## config.mk

```make
export PLATFORM = sky130hd
export DESIGN_NAME = sid_filter_seq_flat
export DESIGN_NICKNAME = d
export VERILOG_FILES = /design/src/rtl/sid.sv /design/src/rtl/sid_filter_seq_if.sv /design/src/rtl/sid_filter_seq.sv /design/src/flat_wrapper.sv
export SDC_FILE = /design/constraint.sdc
export NUM_CORES = 1
export LEC_CHECK = 0
export CAP_MARGIN = 5
export CORE_ASPECT_RATIO = 1.5
export CORE_MARGIN = 4
export CORE_UTILIZATION = 52
export CTS_CLUSTER_SIZE = 25
export DETAILED_ROUTE_END_ITERATION = 6
export PLACE_DENSITY = 0.82
export SLEW_MARGIN = 20
export SYNTH_ARGS = -nofsm -noshare
export SYNTH_HDL_FRONTEND = slang
export SYNTH_SLANG_ARGS = --single-unit
```

## constraint.sdc

```tcl
create_clock -name clk -period 2.9 [get_ports clk]
set_input_delay 0.435 -clock clk [delete_from_list [all_inputs] [get_ports clk]]
set_output_delay 0.435 -clock clk [all_outputs]
set_load 0.005 [all_outputs]
```

## src/rtl/sid.sv

```systemverilog
// Shared SID data types: 24-bit signed samples and the filter's three state voltages.
package sid;
    typedef logic signed [23:0] s24_t;

    typedef struct packed {
        s24_t vhp;
        s24_t vbp;
        s24_t vlp;
    } filter_v_t;
endpackage

```

## src/rtl/sid_filter_seq_if.sv

```systemverilog
// Stage/state link between the pass sequencer (master) and the shared filter datapath (slave).
interface sid_filter_seq_if;
    logic [2:0]     stage_o;
    logic [1:0]     sid_sel_o;
    sid::filter_v_t state_o;
    sid::filter_v_t state_i;
    sid::s24_t      audio_i;

    modport master (
        output stage_o,
        output sid_sel_o,
        output state_o,
        input  state_i,
        input  audio_i
    );

    modport slave (
        input  stage_o,
        input  sid_sel_o,
        input  state_o,
        output state_i,
        output audio_i
    );
endinterface

```

## src/rtl/sid_filter_seq.sv

```systemverilog
// Pass sequencer for the time-multiplexed SID filter: walks each instance through
// stages 1..7, captures its state and audio on a stage-0 cycle, then reports all results.
module sid_filter_seq #(
    parameter int N_SIDS = 2
) (
    input  logic              clk,
    input  logic              rst_n,
    input  logic              start_i,
    input  logic [N_SIDS-1:0] clr_i,
    sid_filter_seq_if.master  fif,
    output sid::s24_t         audio_o [N_SIDS],
    output logic              audio_valid_o,
    output logic              busy_o,
    output logic              overrun_o
);
    typedef enum logic [1:0] {
        IDLE    = 2'd0,
        RUN     = 2'd1,
        CAPTURE = 2'd2
    } seq_state_t;

    localparam logic [1:0] LAST_SEL = 2'(N_SIDS - 1);

    seq_state_t     state_r;
    seq_state_t     state_s;
    logic [2:0]     stage_r;
    logic [2:0]     stage_s;
    logic [1:0]     sel_r;
    logic [1:0]     sel_s;
    logic           valid_r;
    logic           valid_s;
    logic           overrun_r;
    logic           busy_s;
    logic           capture_s;
    sid::filter_v_t mem_r   [N_SIDS];
    sid::s24_t      audio_r [N_SIDS];
    sid::filter_v_t state_mux_s;

    assign busy_s = (state_r != IDLE);

    // Next-state and stage/select sequencing.
    always_comb begin
        state_s   = state_r;
        stage_s   = stage_r;
        sel_s     = sel_r;
        valid_s   = 1'b0;
        capture_s = 1'b0;
        case (state_r)
            IDLE: begin
                sel_s = 2'd0;
                if (start_i) begin
                    state_s = RUN;
                    stage_s = 3'd1;
                end else begin
                    stage_s = 3'd0;
                end
            end
            RUN: begin
                if (stage_r == 3'd7) begin
                    state_s = CAPTURE;
                    stage_s = 3'd0;
                end else begin
                    stage_s = stage_r + 3'd1;
                end
            end
            CAPTURE: begin
                capture_s = 1'b1;
                if (sel_r == LAST_SEL) begin
                    state_s = IDLE;
                    stage_s = 3'd0;
                    sel_s   = 2'd0;
                    valid_s = 1'b1;
                end else begin
                    state_s = RUN;
                    stage_s = 3'd1;
                    sel_s   = sel_r + 2'd1;
                end
            end
            default: begin
                state_s = IDLE;
                stage_s = 3'd0;
                sel_s   = 2'd0;
            end
        endcase
    end

    // Sequencer registers; a start seen mid-pass is dropped but remembered.
    always_ff @(posedge clk or negedge rst_n) begin
        if (!rst_n) begin
            state_r   <= IDLE;
            stage_r   <= 3'd0;
            sel_r     <= 2'd0;
            valid_r   <= 1'b0;
            overrun_r <= 1'b0;
        end else begin
            state_r   <= state_s;
            stage_r   <= stage_s;
            sel_r     <= sel_s;
            valid_r   <= valid_s;
            overrun_r <= overrun_r | (start_i & busy_s);
        end
    end

    // Per-instance state and audio storage; clear wins over a same-edge capture.
    always_ff @(posedge clk or negedge rst_n) begin
        if (!rst_n) begin
            for (int k = 0; k < N_SIDS; k++) begin
                mem_r[k]   <= '0;
                audio_r[k] <= '0;
            end
        end else begin
            for (int k = 0; k < N_SIDS; k++) begin
                if (clr_i[k]) begin
                    mem_r[k] <= '0;
                end else if (capture_s && (sel_r == 2'(k))) begin
                    mem_r[k] <= fif.state_i;
                end
                if (capture_s && (sel_r == 2'(k))) begin
                    audio_r[k] <= fif.audio_i;
                end
            end
        end
    end

    // State fed back to the filter for the instance currently selected.
    always_comb begin
        state_mux_s = '0;
        for (int k = 0; k < N_SIDS; k++) begin
            if (sel_r == 2'(k)) begin
                state_mux_s = mem_r[k];
            end else begin
                state_mux_s = state_mux_s;
            end
        end
    end

    assign fif.stage_o   = stage_r;
    assign fif.sid_sel_o = sel_r;
    assign fif.state_o   = state_mux_s;
    assign audio_o       = audio_r;
    assign audio_valid_o = valid_r;
    assign busy_o        = busy_s;
    assign overrun_o     = overrun_r;
endmodule
```

## src/flat_wrapper.sv

```systemverilog
// flat-port wrapper written by rule: the top's interface ports become plain ports
module sid_filter_seq_flat 
#(
    parameter int N_SIDS = 2
)
  (clk, rst_n, start_i, clr_i, audio_o, audio_valid_o, busy_o, overrun_o, fif_stage_o, fif_sid_sel_o, fif_state_o, fif_state_i, fif_audio_i);
  sid_filter_seq_if fif_i ();
  input  logic clk;
  input  logic rst_n;
  input  logic start_i;
  input  logic [N_SIDS-1:0] clr_i;
  output sid::s24_t audio_o[N_SIDS];
  output logic audio_valid_o;
  output logic busy_o;
  output logic overrun_o;
  output wire logic [$bits(fif_i.stage_o)-1:0] fif_stage_o;
  output wire logic [$bits(fif_i.sid_sel_o)-1:0] fif_sid_sel_o;
  output wire logic [$bits(fif_i.state_o)-1:0] fif_state_o;
  input wire logic [$bits(fif_i.state_i)-1:0] fif_state_i;
  input wire logic [$bits(fif_i.audio_i)-1:0] fif_audio_i;
  assign fif_stage_o = fif_i.stage_o;
  assign fif_sid_sel_o = fif_i.sid_sel_o;
  assign fif_state_o = fif_i.state_o;
  assign fif_i.state_i = fif_state_i;
  assign fif_i.audio_i = fif_audio_i;
  sid_filter_seq #(.N_SIDS(N_SIDS)) u_core (.clk(clk), .rst_n(rst_n), .start_i(start_i), .clr_i(clr_i), .fif(fif_i), .audio_o(audio_o), .audio_valid_o(audio_valid_o), .busy_o(busy_o), .overrun_o(overrun_o));
endmodule
```

==> flow_summary_export.csv <==
group,metric,value,unit
global_routing,grt_pass1_vias,6570,
cts,root_buffer,"clkbuf_16",
setup_path,slowest_stage,"dfrtp_4",
route,viasPerCell,5.84,
outcome,violations,"hold timing",
setup_path,crit_path_max_incr_delay,0.56,ns
floorplanning,io_pins,229,
timing,fmaxAchievable,0.367,GHz
placement,dp_hpwl,14700,µm
timing,slew_violations,0,
global_routing,overflow,0,
floorplanning,rows,56,
layout,drive_gt1_share,10.6,%
layout,n_fill_cell,1059,
worst_hold_path,hold_class,"in2async",
cts,cts_buffers,20,
cts,post_cts_buffers,0,
layout,layout_common_cells,"227 x clkdlybuf4s50_1, 199 x dfrtp_1, 144 x a22o_1, 72 x mux2i_1, 72 x nor2_1",
floorplanning,fp.dieW,112,µm
route,drtIter0Drc,286,
synthesis,synth_xor_area_share,0,%
setup_path,ff2ff_setup_slack,0.59,ns
synthesis,netlist_area,8390,µm²
route,drc,0,
timing,whs,-0.0260,ns
global_routing,grt_pass1_wl,35400,µm
route,antenna_left,0,
synthesis,yosys_register_bits,201,
layout,synthToLayoutAreaGrowth,36.4,%
timing,clock_skew,0.00741,ns
setup_path,end_kind,"primary output",
synthesis,synth-seq-area-share,60.0,%
layout,final_common_cell,"clkdlybuf4s50_1",
timing,fin_tns_setup,0,ns
cts,htreeDepth,1,
floorplanning,core,15800,µm²
outcome,status,"complete, but fails checks",
timing,max-slew-margin-rel,40.5,%
global_routing,antenna_found_initial,1,
synthesis,yosysTopAreaCell,"dfrtp_1",
power,ir_worst_vdd,0.000396,V
synthesis,synthCells,616,
synthesis,synth_compound_area_share,15.6,%
global_routing,track_usage,23.9,%
setup_path,critical_path_class,"reg2out",
cts,ctsLongestPathBuffers,3,
synthesis,synth_top_area_share,60.0,%
floorplanning,dieArea,18300,µm²
placement,io_buffers,228,
layout,nNetsFinal,931,
synthesis,synth-simple-area-share,5.01,%
placement,gp_congestion,0.793,
timing,finalCriticalPeriod,2.73,ns
cts,post_cts_resized,0,
cts,clkTransAtPathRegs,0.06,ns
synthesis,syn_nets,719,
synthesis,yosys_warnings,0,
synthesis,synth_top_family_by_area,"compound AO/OA/AOI/OAI gates",
synthesis,yosys-top-cells-area,"dfrtp_1 60%, a22o_1 15%, mux2i_1 8.6%, mux2_2 4.7%, nor2_1 3.2%",
timing,worst_pin_slew,0.893,ns
timing,final_hold_viol_count,8,
timing,grt_setup_unrepaired,"false",
cts,cts_sinks,201,
setup_path,crit_required,2.47,ns
timing,setup_viol,0,
synthesis,synth_fa_ha_area_share,0.298,%
synthesis,synth.mux.area_fraction,15.0,%
cts,clock_latency,0.48,ns
timing,fin_crit_sh,94.0,%
setup_path,worstPathCellList,"buf_12 > mux2i_1 > nor2_1 > clkdlybuf4s50_1",
route,routed_wl,22300,µm
route,drtPass1Iterations,4,
route,num_vias,6110,
setup_path,start_kind,"flip-flop",
setup_path,worstPathArrival,2.29,ns
synthesis,synth_cell_types,31,
power,finalPower,7.06,mW
placement,dp_cells,1009,
run,drv_cap,0,
cts,tritoncts,"yes",
layout,stdcell_count,1046,
power,powerDensity,617,nW/µm²
setup_path,crit_fanout,41,
route,drt-wirelength-per-cell,21.3,µm
synthesis,avgSynthCellArea,13.6,µm²
floorplanning,start_util,53.2,%
cts,cts_hold_buf,0,
power,p_leak,5.04,nW
floorplanning,dieHeight,164,µm
global_routing,grt_max_degree,88,
-- critical path, delay by kind of cell (launching register included) --
family	cells	cell delay, ns
mux	1	0.36
flops	1	0.56
simple gates	1	0.09
buf+inv	2	0.78
-- layout make-up --
type                            count  area (µm²)  area share, %
Antenna cell                        1        2.50         0.0219
Clock buffer                       32         607           5.30
Clock inverter                      4        45.0          0.394
Inverter                            2        7.51         0.0656
Multi-Input combinational cell    361        3030           26.5
Sequential cell                   201        5030           44.0
Tap cell                          203         254           2.22
Timing Repair Buffer              242        2470           21.5
-- flip-flops by register name, indices dropped and copies added (netlist names) --
name                  flops
u_core.audio_o           48
u_core.fif.stage_o        3
u_core.mem_r            144
u_core.fif.sid_sel_o      2
u_core.overrun_o          1
u_core.state_r            2
u_core.audio_valid_o      1
-- cells by family (layout without fill, tap and decap cells) --
| kind of cell | count (synthesis) | in the layout |
|---|---|---|
| AND/OR/NAND/NOR | 88 | 88 |
| AO/OA/AOI/OAI | 151 | 151 |
| multiplexers | 120 | 120 |
| adder cells (fa/ha/maj) | 2 | 2 |
| flip-flops | 201 | 201 |
| buffers and inverters | 54 | 280 |
| other | 0 | 1 |
-- synth_stat cells --
master    number
a21o_1         2
a21oi_1        1
a22o_1       144
a31oi_1        1
and2_1         3
and2b_2        1
and4bb_1       1
buf_1          1
buf_2         29
buf_4          1
buf_6         14
clkbuf_1       7
dfrtp_1      201
ha_1           2
inv_1          2
mux2_1        13
mux2_2        35
mux2i_1       72
nand2b_1       1
nand3b_1       1
nor2_1        72
nor2_2         2
nor2b_1        1
nor3_4         1
nor3b_1        1
nor3b_2        1
nor4b_4        1
o21a_1         1
o21ai_0        2
or2_2          1
or3b_4         1
-- power by group --
group / internal [mW] / switching (mW) / leakage [nW]
registers: 3.05 / 0.160 / 2.68
clock network: 1.52 / 1.03 / 0.322
logic: 0.792 / 0.502 / 2.04
-- per-stage QoR --
step	setup slack, ns	util, %	cell area (µm²)
6_report	0.174	72.6	11400
5_1_grt	0.0865	72.6	11400
4_1_cts	0.168	72.6	11400
3_5_place_dp	0.621	68.4	10800
3_3_place_gp	0.668	68.4	10800
2_1_floorplan	1.19	-	8390
-- routing by layer --
layer	global-route usage, %	wire (µm)
met5	0	0
met4	10.1	833
met2	42.1	11700
met1	29.3	8620
met3	3.41	1090
-- final timing paths --
path,end,startpoint,cells past startpoint
setup / recovery,fif_state_o[15],u_core.fif.sid_sel_o[0]$_DFFE_PN0P_,4
setup reg to reg,u_core.mem_r[39]$_DFFE_PN0P_,u_core.fif.sid_sel_o[1]$_DFFE_PN0P_,4
min in group clk,u_core.overrun_o$_DFF_PN0_,u_core.overrun_o$_DFF_PN0_,1
max in group asynchronous,u_core.audio_o[26]$_DFFE_PN0P_,rst_n,2
hold / removal,u_core.mem_r[58]$_DFFE_PN0P_,rst_n,1
hold reg to reg,u_core.overrun_o$_DFF_PN0_,u_core.overrun_o$_DFF_PN0_,1
Power figures use the tool's default switching activity.
